--- src/rtl/arb_bus_master.sv ---
`timescale 1ns/1ps
// -----------------------------------------------------------------------------
// arb_bus_master
//
// Requester-side agent for the three-master arbitrated bus. One instance sits
// in front of each master. It takes a burst command from local logic, requests
// the bus with req_n, and after grant drives frame_n/irdy_n and ad_out for
// cmd_len+1 data beats. When the burst ends it returns the bus to the idle
// signature (frame_n=1, irdy_n=1), which the arbiter uses to end the tenure.
// If no grant arrives within GNT_TIMEOUT cycles the request is abandoned.
//
// Ports:
//   clk          clock, all activity on rising edge
//   reset        asynchronous, active-low reset
//   cmd_valid    local command valid (sampled only while idle)
//   cmd_ready    high while idle; a command is taken when cmd_valid=1
//   cmd_len      burst length minus one
//   cmd_base     data of beat 0; beat i carries cmd_base+i
//   req_n        bus request to the arbiter, active-low
//   gnt_n        bus grant from the arbiter, active-low
//   frame_n      transaction frame, active-low; rises with the last beat
//   irdy_n       initiator ready, active-low; low for the whole burst
//   trdy_n       target ready, active-low; high inserts wait states
//   ad_out       data presented during the burst
//   ad_oe        drive enable for ad_out
//   xfer_done    one-cycle pulse after the last beat completes
//   gnt_timeout  one-cycle pulse when the request is abandoned
//   busy         agent is not idle
// -----------------------------------------------------------------------------
module arb_bus_master #(
  parameter int DATA_W      = 32,
  parameter int LEN_W       = 4,
  parameter int GNT_TIMEOUT = 16
) (
  input  logic              clk,
  input  logic              reset,
  input  logic              cmd_valid,
  output logic              cmd_ready,
  input  logic [LEN_W-1:0]  cmd_len,
  input  logic [DATA_W-1:0] cmd_base,
  output logic              req_n,
  input  logic              gnt_n,
  output logic              frame_n,
  output logic              irdy_n,
  input  logic              trdy_n,
  output logic [DATA_W-1:0] ad_out,
  output logic              ad_oe,
  output logic              xfer_done,
  output logic              gnt_timeout,
  output logic              busy
);

  localparam int TW = $clog2(GNT_TIMEOUT);
  localparam logic [TW-1:0] TO_LAST = TW'(GNT_TIMEOUT - 1);

  typedef enum logic [3:0] {
    S_IDLE = 4'b0001,
    S_REQ  = 4'b0010,
    S_XFER = 4'b0100,
    S_DONE = 4'b1000
  } state_t;

  state_t r_state;
  state_t w_state_nxt;

  // Registered bus-facing outputs and counters
  logic              r_req_n;
  logic              r_frame_n;
  logic              r_irdy_n;
  logic              r_ad_oe;
  logic [DATA_W-1:0] r_ad_out;
  logic              r_xfer_done;
  logic              r_gnt_timeout;
  logic [LEN_W-1:0]  r_idx;
  logic [TW-1:0]     r_tcnt;

  // Latched command
  logic [LEN_W-1:0]  r_len;
  logic [DATA_W-1:0] r_base;

  // Next values for the registered outputs
  logic              w_req_n_nxt;
  logic              w_frame_n_nxt;
  logic              w_irdy_n_nxt;
  logic              w_ad_oe_nxt;
  logic [DATA_W-1:0] w_ad_out_nxt;
  logic              w_xfer_done_nxt;
  logic              w_gnt_timeout_nxt;
  logic [LEN_W-1:0]  w_idx_nxt;
  logic [TW-1:0]     w_tcnt_nxt;

  logic              w_accept;
  logic              w_beat_done;
  logic              w_last;
  logic              w_to_hit;
  logic [LEN_W-1:0]  w_idx_inc;

  assign w_accept    = (r_state == S_IDLE) && cmd_valid;
  assign w_beat_done = !r_irdy_n && !trdy_n;
  assign w_last      = (r_idx == r_len);
  assign w_to_hit    = (r_tcnt == TO_LAST);
  assign w_idx_inc   = r_idx + LEN_W'(1);

  // State and registered outputs
  always_ff @(posedge clk or negedge reset) begin
    if (!reset) begin
      r_state       <= S_IDLE;
      r_req_n       <= 1'b1;
      r_frame_n     <= 1'b1;
      r_irdy_n      <= 1'b1;
      r_ad_oe       <= 1'b0;
      r_ad_out      <= '0;
      r_xfer_done   <= 1'b0;
      r_gnt_timeout <= 1'b0;
      r_idx         <= '0;
      r_tcnt        <= '0;
    end else begin
      r_state       <= w_state_nxt;
      r_req_n       <= w_req_n_nxt;
      r_frame_n     <= w_frame_n_nxt;
      r_irdy_n      <= w_irdy_n_nxt;
      r_ad_oe       <= w_ad_oe_nxt;
      r_ad_out      <= w_ad_out_nxt;
      r_xfer_done   <= w_xfer_done_nxt;
      r_gnt_timeout <= w_gnt_timeout_nxt;
      r_idx         <= w_idx_nxt;
      r_tcnt        <= w_tcnt_nxt;
    end
  end

  // Command capture; only meaningful once accepted, so no reset needed
  always_ff @(posedge clk) begin
    if (w_accept) begin
      r_len  <= cmd_len;
      r_base <= cmd_base;
    end
  end

  // Next-state logic
  always_comb begin
    w_state_nxt = r_state;
    case (r_state)
      S_IDLE: if (cmd_valid) w_state_nxt = S_REQ;
      S_REQ: begin
        // Grant takes priority over a timeout on the same edge
        if (!gnt_n)        w_state_nxt = S_XFER;
        else if (w_to_hit) w_state_nxt = S_IDLE;
      end
      S_XFER: if (w_beat_done && w_last) w_state_nxt = S_DONE;
      S_DONE: w_state_nxt = S_IDLE;
      default: w_state_nxt = S_IDLE;
    endcase
  end

  // Output logic: next values of the registered outputs
  always_comb begin
    w_req_n_nxt       = 1'b1;
    w_frame_n_nxt     = 1'b1;
    w_irdy_n_nxt      = 1'b1;
    w_ad_oe_nxt       = 1'b0;
    w_ad_out_nxt      = r_ad_out;
    w_xfer_done_nxt   = 1'b0;
    w_gnt_timeout_nxt = 1'b0;
    w_idx_nxt         = r_idx;
    w_tcnt_nxt        = r_tcnt;
    case (r_state)
      S_IDLE: begin
        if (cmd_valid) begin
          w_req_n_nxt = 1'b0;
          w_tcnt_nxt  = '0;
        end
      end
      S_REQ: begin
        if (!gnt_n) begin
          w_ad_oe_nxt   = 1'b1;
          w_irdy_n_nxt  = 1'b0;
          w_ad_out_nxt  = r_base;
          w_idx_nxt     = '0;
          // A single-beat burst presents its only (last) beat without frame
          w_frame_n_nxt = (r_len == '0);
        end else if (w_to_hit) begin
          w_gnt_timeout_nxt = 1'b1;
        end else begin
          w_req_n_nxt = 1'b0;
          w_tcnt_nxt  = r_tcnt + TW'(1);
        end
      end
      S_XFER: begin
        // Wait states hold everything as presented
        w_ad_oe_nxt   = 1'b1;
        w_irdy_n_nxt  = 1'b0;
        w_frame_n_nxt = r_frame_n;
        if (w_beat_done) begin
          if (w_last) begin
            w_ad_oe_nxt     = 1'b0;
            w_irdy_n_nxt    = 1'b1;
            w_frame_n_nxt   = 1'b1;
            w_xfer_done_nxt = 1'b1;
          end else begin
            w_idx_nxt     = w_idx_inc;
            w_ad_out_nxt  = r_base + DATA_W'(w_idx_inc);
            // frame_n rises as the final beat is put on the bus
            w_frame_n_nxt = (w_idx_inc == r_len);
          end
        end
      end
      default: ;
    endcase
  end

  assign cmd_ready   = (r_state == S_IDLE);
  assign busy        = (r_state != S_IDLE);
  assign req_n       = r_req_n;
  assign frame_n     = r_frame_n;
  assign irdy_n      = r_irdy_n;
  assign ad_oe       = r_ad_oe;
  assign ad_out      = r_ad_out;
  assign xfer_done   = r_xfer_done;
  assign gnt_timeout = r_gnt_timeout;

  // Bus protocol invariants
  a_onehot:   assert property (@(posedge clk) disable iff (!reset) $onehot(r_state));
  a_frame:    assert property (@(posedge clk) disable iff (!reset) !r_frame_n |-> !r_irdy_n);
  a_req:      assert property (@(posedge clk) disable iff (!reset) !r_req_n |-> (r_state == S_REQ));
  a_oe:       assert property (@(posedge clk) disable iff (!reset) r_ad_oe |-> (r_state == S_XFER));
  a_idle_bus: assert property (@(posedge clk) disable iff (!reset)
                               (r_state != S_XFER) |-> (r_frame_n && r_irdy_n));

endmodule

--- config.mk ---
export PLATFORM = sky130hd
export DESIGN_NAME = arb_bus_master
export DESIGN_NICKNAME = d
export VERILOG_FILES = /design/src/rtl/arb_bus_master.sv
export SDC_FILE = /design/constraint.sdc
export NUM_CORES = 1
export LEC_CHECK = 0
export ABC_AREA = 1
export CAP_MARGIN = 25
export CORE_AREA = 2 2 89 91
export CTS_CLUSTER_DIAMETER = 60
export DETAILED_ROUTE_END_ITERATION = 8
export DIE_AREA = 0 0 91 93
export DONT_BUFFER_PORTS = 1
export HOLD_SLACK_MARGIN = 0.06
export PLACE_DENSITY = 0.74
export RECOVER_POWER = 50
export SLEW_MARGIN = 20
export SYNTH_ARGS = -nofsm -noshare
export SYNTH_HDL_FRONTEND = slang
export SYNTH_SLANG_ARGS = --single-unit
--- constraint.sdc ---
create_clock -name clk -period 4.5 [get_ports clk]
set_input_delay 0.9 -clock clk [delete_from_list [all_inputs] [get_ports clk]]
set_output_delay 0.9 -clock clk [all_outputs]
set_load 0.05 [all_outputs]
==> flow_metrics.env, run 1 <==
export IMPL_synth_top_area_share_pct=26.5
export IMPL_yosys_warnings=0
export IMPL_cts_hold_buf=0
export IMPL_final_util_pct=60.9
export IMPL_fill_cells=714
export IMPL_crit_type="reg -> out"
export IMPL_syn_nets=549
export IMPL_io_pins=81
export IMPL_netlist_instances=501
export IMPL_worstMarginPinSlew_ns=0.682
export IMPL_fin_crit_sh_pct=66.4
export IMPL_ys_seq_area_share_pct=53.8
export IMPL_start_util_pct=57.7
export IMPL_cap_violations=0
export IMPL_grt_use_met1_pct=31.3
export IMPL_drt_iter0_drc=251
export IMPL_synthDistinctLibCells=34
export IMPL_r2r_start="r_state[1]$_DFFE_PN0P_"
export IMPL_place_gp_congestion=0.862
export IMPL_nets=551
export IMPL_skew_ns=0.0143
export IMPL_crit_path_end_kind="output pin"
export IMPL_path_clk_slew_ns=0.09
export IMPL_routed_wl_mm=8.98
export IMPL_ant_nets=0
export IMPL_hpwl_mm=6.71
export IMPL_hold_viol=0
export IMPL_cts_htree_levels=3
export IMPL_grt_busiest_layer="met2"
export IMPL_worstPathMaxFanout=3
export IMPL_p_leak_nw=2.07
export IMPL_slowest_stage="inv_1"
export IMPL_rsz0062_at_grt="false"
export IMPL_yosys_register_bits=86
export IMPL_die_h_um=93
export IMPL_yosysTopAreaCell="dfrtp_1"
export IMPL_die_w_um=91
export IMPL_clock_latency_ns=0.36
export IMPL_use_met3_pct=4.75
export IMPL_fin_crit_ns=2.99
export IMPL_antenna_found_initial=0
export IMPL_coreArea_mm2=0.00753
export IMPL_clock_sinks=86
export IMPL_area_growth_pct=5.50
export IMPL_die_area_mm2=0.00846
export IMPL_stdcell_area_mm2=0.00459
export IMPL_avgSynthCellArea_um2=8.68
export IMPL_relSlewSlack_pct=54.4
export IMPL_routedWlPerCell_um=14.7
export IMPL_powerDensity_mw_per_mm2=678
export IMPL_drc_errors=0
export IMPL_postPlaceCellArea_mm2=0.00440
export IMPL_cts_root_buffer_cell="clkbuf_8"
export IMPL_grt_pass1_vias=3152
export IMPL_rows=32
export IMPL_cts_made_buffers=9
export IMPL_clockBufferDepth=2
export IMPL_cp_num_buf_inv=1
export IMPL_grtUsageTotal_pct=22.8
export IMPL_layout_common_cells="nand2_1 (169), inv_1 (50), nor2_1 (49), nand3_1 (47), dfrtp_1 (46)"
export IMPL_vias=3267
export IMPL_via_per_inst=5.36
export IMPL_met2_usage_pct=35.7
export IMPL_critPathTopFamily="buffers and inverters"
export IMPL_n_antenna_cell=0
export IMPL_cts_resized=0
export IMPL_grt_max_degree=51
export IMPL_ys_top_cells_by_area="dfrtp_1 (26%), edfxtp_1 (25%), nand2_1 (15%)"
export IMPL_crit_chain="nand4_1 > inv_1"
export IMPL_layout_commonest_cell="nand2_1"
export IMPL_arrival_ns=2.09
export IMPL_post_cts_buffers=0
export IMPL_synth_area_mm2=0.00435
export IMPL_grt_overflow=0
export IMPL_drive_above_1_share_pct=8.27
export IMPL_setup_viol=0
export IMPL_maxSlewViolCount=0
export IMPL_startpoint="r_state[0]$_DFFE_PN1P_"
export IMPL_drtPass1Iterations=6
export IMPL_grt_pass1_wl_mm=15.1
export IMPL_cpPeakStageDelay_ns=0.63
export IMPL_critical_path_required_ns=3.60
export IMPL_cts_tree="built"
export IMPL_worst_ir_drop_vdd_uv=294
export IMPL_fmax_mhz=335
export IMPL_status="finished clean"
export IMPL_worstSetupStartpointType="register"
export IMPL_hold_path_class="in -> async"
export IMPL_tns_ns=0
export IMPL_portBuffers=0
[registers in the layout (all words and copies together) (netlist names)]
register     flops
ad_out          32
r_base          32
r_idx            4
r_len            4
r_state          4
r_tcnt           4
ad_oe            1
frame_n          1
gnt_timeout      1
irdy_n           1
req_n            1
xfer_done        1
[worst paths after layout]
| kind | endpoint | slack [ns] | cells past startpoint |
|---|---|---|---|
| setup / recovery | cmd_ready | 1.51 | 2 |
| hold / removal | ad_out[25]$_DFFE_PN0P_ | 0.22 | 0 |
| setup reg to reg | ad_out[6]$_DFFE_PN0P_ | 1.65 | 10 |
| hold reg to reg | r_tcnt[2]$_DFFE_PN0P_ | 0.55 | 2 |
| max in group asynchronous | r_state[0]$_DFFE_PN1P_ | 4.09 | 0 |
| min in group clk | r_tcnt[2]$_DFFE_PN0P_ | 0.55 | 2 |
[through the flow]
| stage | power, mW | hold WS, ns | cells | worst slack, ns |
|---|---|---|---|---|
| 2_1_floorplan | 2.44 | 0.499 | 501 | 1.53 |
| 3_3_place_gp | 2.59 | 0.523 | 594 | 1.75 |
| 3_5_place_dp | 2.62 | 0.535 | 594 | 1.69 |
| 4_1_cts | 3.13 | 0.210 | 610 | 1.51 |
| 5_1_grt | 3.30 | 0.212 | 610 | 1.41 |
| 6_report | 3.11 | 0.222 | 610 | 1.51 |
[cells by family (layout without fill, tap and decap cells)]
group	count (synthesis)	after routing	synth area share, %
compound gates	31	31	4.58
xor+xnor	16	16	3.22
buf+inv	62	69	6.53
fa+ha+maj	7	7	2.19
flops	86	86	53.8
simple gates	299	299	29.7
[per-layer routing]
metal  vias to the layer above  wire [µm]  part of all wire, %
met2                        93       4140                   46
met4                         0        109                  1.2
met1                      1535       4170                   46
met5                         -          0                    0
li1                       1631          -                    -
met3                         8        551                  6.1
[layout make-up]
cell class	instances	area [µm²]	share of cell area, %
repair buffers	1	7.51	0.164
flip-flops and latches	86	2340	51.0
inverters	52	198	4.31
well taps	102	128	2.78
clock inverters	6	41.3	0.900
multi-input cells	353	1730	37.6
clock buffers	10	149	3.25
[power by group]
| part | switching [mW] | internal, mW | total (mW) |
|---|---|---|---|
| clock | 0.277 | 0.236 | 0.513 |
| sequential | 0.717 | 1.10 | 1.82 |
| combinational | 0.533 | 0.243 | 0.776 |
| total | 1.53 | 1.58 | 3.11 |
[cells in the mapped netlist]
library cell / instances
fa_1: 1
nand4_2: 1
nand3b_1: 2
nand4_1: 9
buf_4: 2
nor4_1: 1
nor2_2: 4
nor2_4: 1
nand3_2: 2
o211ai_1: 3
nor2_1: 49
nand2_2: 2
ha_1: 6
nor3_1: 8
o21ai_1: 8
inv_1: 49
o21ai_0: 4
dfstp_2: 4
dfrtp_1: 46
xor2_1: 10
inv_4: 1
a21oi_1: 4
nand2_1: 169
o21bai_1: 7
or2_2: 3
nand3_1: 47
nor2_8: 1
buf_2: 3
edfxtp_1: 36
xnor2_1: 6
o21ai_2: 4
inv_2: 2
buf_6: 5
a31o_2: 1
(Power assumes the default switching activity.)
==> run 2, diff against run 1 <==
Clock period 4.5 ns to 3 ns, I/O delays scaled along.
==> run 2 against run 1 <==
Compared with the run above: the flow now finishes with violations (capacitance limit, slew limit); setup slack got worse by 1.2 ns; register-to-register slack got worse by 1.3 ns; critical path depth increased by 2; die area did not move; sequential power rose by 51%; sequential share of layout area fell by 0.70 points.
==> flow_metrics.env, run 2 (same netlist as run 1, synthesis figures left out) <==
export IMPL_drc_errors=0
export IMPL_crit_type="reg -> out"
export IMPL_p_leak_nw=2.10
export IMPL_tns_ns=0
export IMPL_arrival_ns=2.10
export IMPL_reg2reg_slack_ns=0.40
export IMPL_cts_htree_levels=3
export IMPL_cts_made_buffers=9
export IMPL_r2r_cells=13
export IMPL_critical_path_required_ns=2.40
export IMPL_hpwl_mm=6.90
export IMPL_die_h_um=93
export IMPL_violations="capacitance limit, slew limit"
export IMPL_cts_tree="built"
export IMPL_rows=32
export IMPL_layout_commonest_cell="nand2_1"
export IMPL_drtPass1Iterations=5
export IMPL_clock_latency_ns=0.37
export IMPL_worst_ir_drop_vdd_uv=430
export IMPL_setup_viol=0
export IMPL_maxSlewViolCount=47
export IMPL_place_gp_congestion=0.930
export IMPL_powerDensity_mw_per_mm2=1030
export IMPL_hold_path_class="in -> async"
export IMPL_coreArea_mm2=0.00753
export IMPL_drt_iter0_drc=259
export IMPL_r2r_end="ad_out[19]$_DFFE_PN0P_"
export IMPL_fill_cells=680
export IMPL_vias=3292
export IMPL_clockBufferDepth=2
export IMPL_register_area_mm2=0.00234
export IMPL_power_mw=4.80
export IMPL_crit_path_end_kind="output pin"
export IMPL_multi_input_area_mm2=0.00173
export IMPL_cap_violations=1
export IMPL_start_util_pct=57.7
export IMPL_ant_nets=0
export IMPL_grt_overflow=0
export IMPL_portBuffers=0
export IMPL_grtUsageTotal_pct=24.2
export IMPL_r2r_start="r_idx[0]$_DFFE_PN0P_"
export IMPL_area_growth_pct=6.97
export IMPL_final_util_pct=61.8
export IMPL_cts_resized=0
export IMPL_place_inst=597
export IMPL_routed_wl_mm=9.58
export IMPL_grt_max_degree=47
export IMPL_via_per_inst=5.34
export IMPL_cts_hold_buf=2
export IMPL_nets=557
export IMPL_drive_above_1_share_pct=8.95
export IMPL_post_cts_buffers=0
export IMPL_worstPathMaxFanout=3
export IMPL_fmax_mhz=371
export IMPL_grt_pass1_wl_mm=16.1
export IMPL_layout_common_cells="nand2_1 (169), inv_1 (49), nor2_1 (49), nand3_1 (47), dfrtp_1 (46)"
export IMPL_hold_viol=0
export IMPL_finalNonFillerCells=616
export IMPL_endpoint="cmd_ready"
export IMPL_worstSetupStartpointType="register"
export IMPL_antenna_found_initial=0
export IMPL_status="complete, but fails checks"
export IMPL_n_antenna_cell=0
export IMPL_fin_crit_sh_pct=90.0
export IMPL_fin_crit_ns=2.70
export IMPL_clock_sinks=86
export IMPL_io_pins=81
export IMPL_skew_ns=0.0175
export IMPL_routedWlPerCell_um=15.5
export IMPL_die_area_mm2=0.00846
export IMPL_die_w_um=91
export IMPL_cts_root_buffer_cell="clkbuf_8"
export IMPL_relSlewSlack_pct=-65.6
export IMPL_rsz0062_at_grt="false"
export IMPL_path_clk_slew_ns=0.09
export IMPL_grt_pass1_vias=3155
export IMPL_startpoint="r_state[0]$_DFFE_PN1P_"
export IMPL_worstMarginPinSlew_ns=2.48
==> run 2: cell type report <==
class                   count  area share, %
flip-flops and latches     86           50.3
multi-input cells         353           37.1
inverters                  52           4.25
well taps                 102           2.74
clock buffers               9           2.66
clock inverters             7           1.53
repair buffers              7           1.43
==> run 2: critical path, cell delays in order (launching register included) <==
cell	delay, ns
dfstp_2	0.55
nand4_1	0.55
buf_4	0.37
inv_1	0.07
buf_4	0.20
==> run 2: how the worst min path moves through the flow <==
| stage | startpoint | cells after the start | endpoint |
|---|---|---|---|
| after floorplan | reset | 0 | ad_oe$_DFF_PN0_ |
| after global placement | reset | 0 | r_idx[3]$_DFFE_PN0P_ |
| after detailed placement | reset | 0 | r_idx[3]$_DFFE_PN0P_ |
| after CTS | reset | 0 | r_state[0]$_DFFE_PN1P_ |
| after global routing | reset | 0 | frame_n$_DFFE_PN1N_ |
| final | reset | 0 | frame_n$_DFFE_PN1N_ |
==> run 2: metal layers <==
metal	track usage [%]	vias up	share of wire [%]
met5	0	-	0
met4	8.46	0	1.3
met3	4.35	11	5.8
met2	37.4	100	47
met1	34.8	1543	46
li1	-	1638	-
==> run 2: power breakdown <==
| group | total, mW | leakage, nW | internal, mW | switching (mW) |
|---|---|---|---|---|
| Clock | 0.813 | 0.100 | 0.388 | 0.425 |
| Combinational | 1.24 | 1.03 | 0.412 | 0.831 |
| Sequential | 2.75 | 0.972 | 1.65 | 1.09 |
| Total | 4.80 | 2.10 | 2.45 | 2.35 |
==> run 2: per-stage QoR <==
step / hold WS, ns / worst slack [ns] / instance area (µm²)
floorplan: 0.304 / 0.0315 / 4350
global placement: 0.306 / 0.563 / 4430
detailed placement: 0.306 / 0.429 / 4430
CTS: 0.0649 / 0.311 / 4660
global route: 0.0614 / 0.0612 / 4650
finish: 0.0710 / 0.301 / 4650
==> run 3, diff against run 2 <==
Settings changed: CTS_CLUSTER_SIZE from default to 10, RECOVER_POWER 50 to default.
==> run 3 against run 2 <==
Compared with the run above: the run now ends clean; fmax up 0.26%; die area unchanged; sequential power about the same; largest cell class unchanged; largest power group unchanged.
==> flow_metrics.env, run 3 (same netlist as run 1, synthesis figures left out) <==
export IMPL_grt_overflow=0
export IMPL_tns_ns=0
export IMPL_hpwl_mm=6.90
export IMPL_pwr_share_clk_pct=16.8
export IMPL_skew_ns=0.0170
export IMPL_setup_ws_ns=0.308
export IMPL_drtPass1Iterations=4
export IMPL_clockBufferDepth=2
export IMPL_crit_type="reg -> out"
export IMPL_critical_path_required_ns=2.40
export IMPL_cts_resized=0
export IMPL_hold_path_class="in -> async"
export IMPL_post_cts_buffers=0
export IMPL_cts_root_buffer_cell="clkbuf_8"
export IMPL_routedWlPerCell_um=15.5
export IMPL_ant_nets=0
export IMPL_grt_pass1_vias=3155
export IMPL_n_antenna_cell=0
export IMPL_drt_iter0_drc=232
export IMPL_grt_max_degree=47
export IMPL_status="finished clean"
export IMPL_p_int_mw=2.46
export IMPL_layout_common_cells="nand2_1 (169), inv_1 (49), nor2_1 (49), nand3_1 (47), dfrtp_1 (46)"
export IMPL_die_w_um=91
export IMPL_power_switching_mw=2.34
export IMPL_p_seq_share_pct=57.3
export IMPL_worstPathMaxFanout=3
export IMPL_die_area_mm2=0.00846
export IMPL_via_per_inst=5.31
export IMPL_crit_path_end_kind="output pin"
export IMPL_place_gp_congestion=0.930
export IMPL_grtUsageTotal_pct=24.2
export IMPL_nets=557
export IMPL_coreArea_mm2=0.00753
export IMPL_fin_crit_sh_pct=89.7
export IMPL_maxSlewViolCount=0
export IMPL_antenna_found_initial=0
export IMPL_setup_viol=0
export IMPL_cts_made_buffers=9
export IMPL_grt_pass1_wl_mm=16.1
export IMPL_place_ws_ns=0.429
export IMPL_area_growth_pct=7.51
export IMPL_worst_ir_drop_vdd_uv=431
export IMPL_p_comb_share_pct=25.9
export IMPL_p_leak_nw=2.11
export IMPL_rsz0062_at_grt="false"
export IMPL_path_clk_slew_ns=0.09
export IMPL_hold_viol=0
export IMPL_clock_sinks=86
export IMPL_sw_frac_of_total_pct=48.8
export IMPL_worstMarginPinSlew_ns=0.672
export IMPL_die_h_um=93
export IMPL_fin_crit_ns=2.69
export IMPL_start_util_pct=57.7
export IMPL_relSlewSlack_pct=55.0
export IMPL_fmax_mhz=371
export IMPL_cap_violations=0
export IMPL_routed_wl_mm=9.54
export IMPL_cts_tree="built"
export IMPL_powerDensity_mw_per_mm2=1030
export IMPL_drive_above_1_share_pct=9.14
export IMPL_layout_commonest_cell="nand2_1"
export IMPL_io_pins=81
export IMPL_clock_latency_ns=0.36
export IMPL_rows=32
export IMPL_portBuffers=0
export IMPL_drc_errors=0
export IMPL_vias=3273
export IMPL_cts_hold_buf=2
export IMPL_arrival_ns=2.09
export IMPL_worstSetupStartpointType="register"
export IMPL_cts_htree_levels=3
[run 3: changes by cell type in the layout (fill, tap and decap cells not counted)]
cell,previous run,this run
buf_16,0,1
clkbuf_1,1,0
[run 3: area by class of cell]
type	instances	area [µm²]
timing repair buffer	7	90.1
sequential	86	2340
multi-input combinational	353	1730
clock buffer	9	124
inverter	52	198
fill	676	2850
tap	102	128
clock inverter	7	71.3
[run 3: worst paths after layout]
check / from / end / cells after the start / slack, ns
max: r_state[0]$_DFFE_PN1P_ / cmd_ready / 4 / 0.31
min: reset / frame_n$_DFFE_PN1N_ / 0 / 0.08
max reg2reg: r_idx[0]$_DFFE_PN0P_ / ad_out[19]$_DFFE_PN0P_ / 13 / 0.40
min reg2reg: r_tcnt[3]$_DFFE_PN0P_ / r_tcnt[3]$_DFFE_PN0P_ / 2 / 0.55
max in group asynchronous: reset / r_state[0]$_DFFE_PN1P_ / 1 / 2.31
min in group clk: cmd_len[3] / r_len[3]$_DFFE_PP_ / 0 / 0.34
[run 3: worst max-delay path, stage by stage, from the launching register on]
cell	delay (ns)
dfstp_2	0.55
nand4_1	0.55
buf_4	0.37
inv_1	0.07
buf_4	0.20
[run 3: power by group through the flow]
stage | clock, mW | sequential (mW) | combinational, mW
after floorplan | 0 | 2.65 | 1.01
after global placement | 0 | 2.76 | 1.19
after detailed placement | 0 | 2.77 | 1.22
after CTS | 0.825 | 2.75 | 1.24
after global routing | 0.874 | 2.79 | 1.43
final | 0.809 | 2.75 | 1.24
[run 3: metrics by stage]
step / power, mW / cell area (µm²) / std cells / utilization, % / hold WS, ns
2_1_floorplan: 3.67 / 4350 / 501 / - / 0.304
3_3_place_gp: 3.95 / 4430 / 597 / 58.9 / 0.306
3_5_place_dp: 3.99 / 4430 / 597 / 58.9 / 0.306
4_1_cts: 4.82 / 4660 / 615 / 62.0 / 0.0649
5_1_grt: 5.09 / 4670 / 616 / 62.1 / 0.0616
6_report: 4.80 / 4670 / 616 / 62.1 / 0.0796
[run 3: metal layers]
metal	vias up	global-route usage (%)	wire, µm
li1	1638	-	-
met4	0	8.46	129
met5	-	0	0
met2	95	37.4	4430
met3	12	4.35	517
met1	1528	34.8	4460
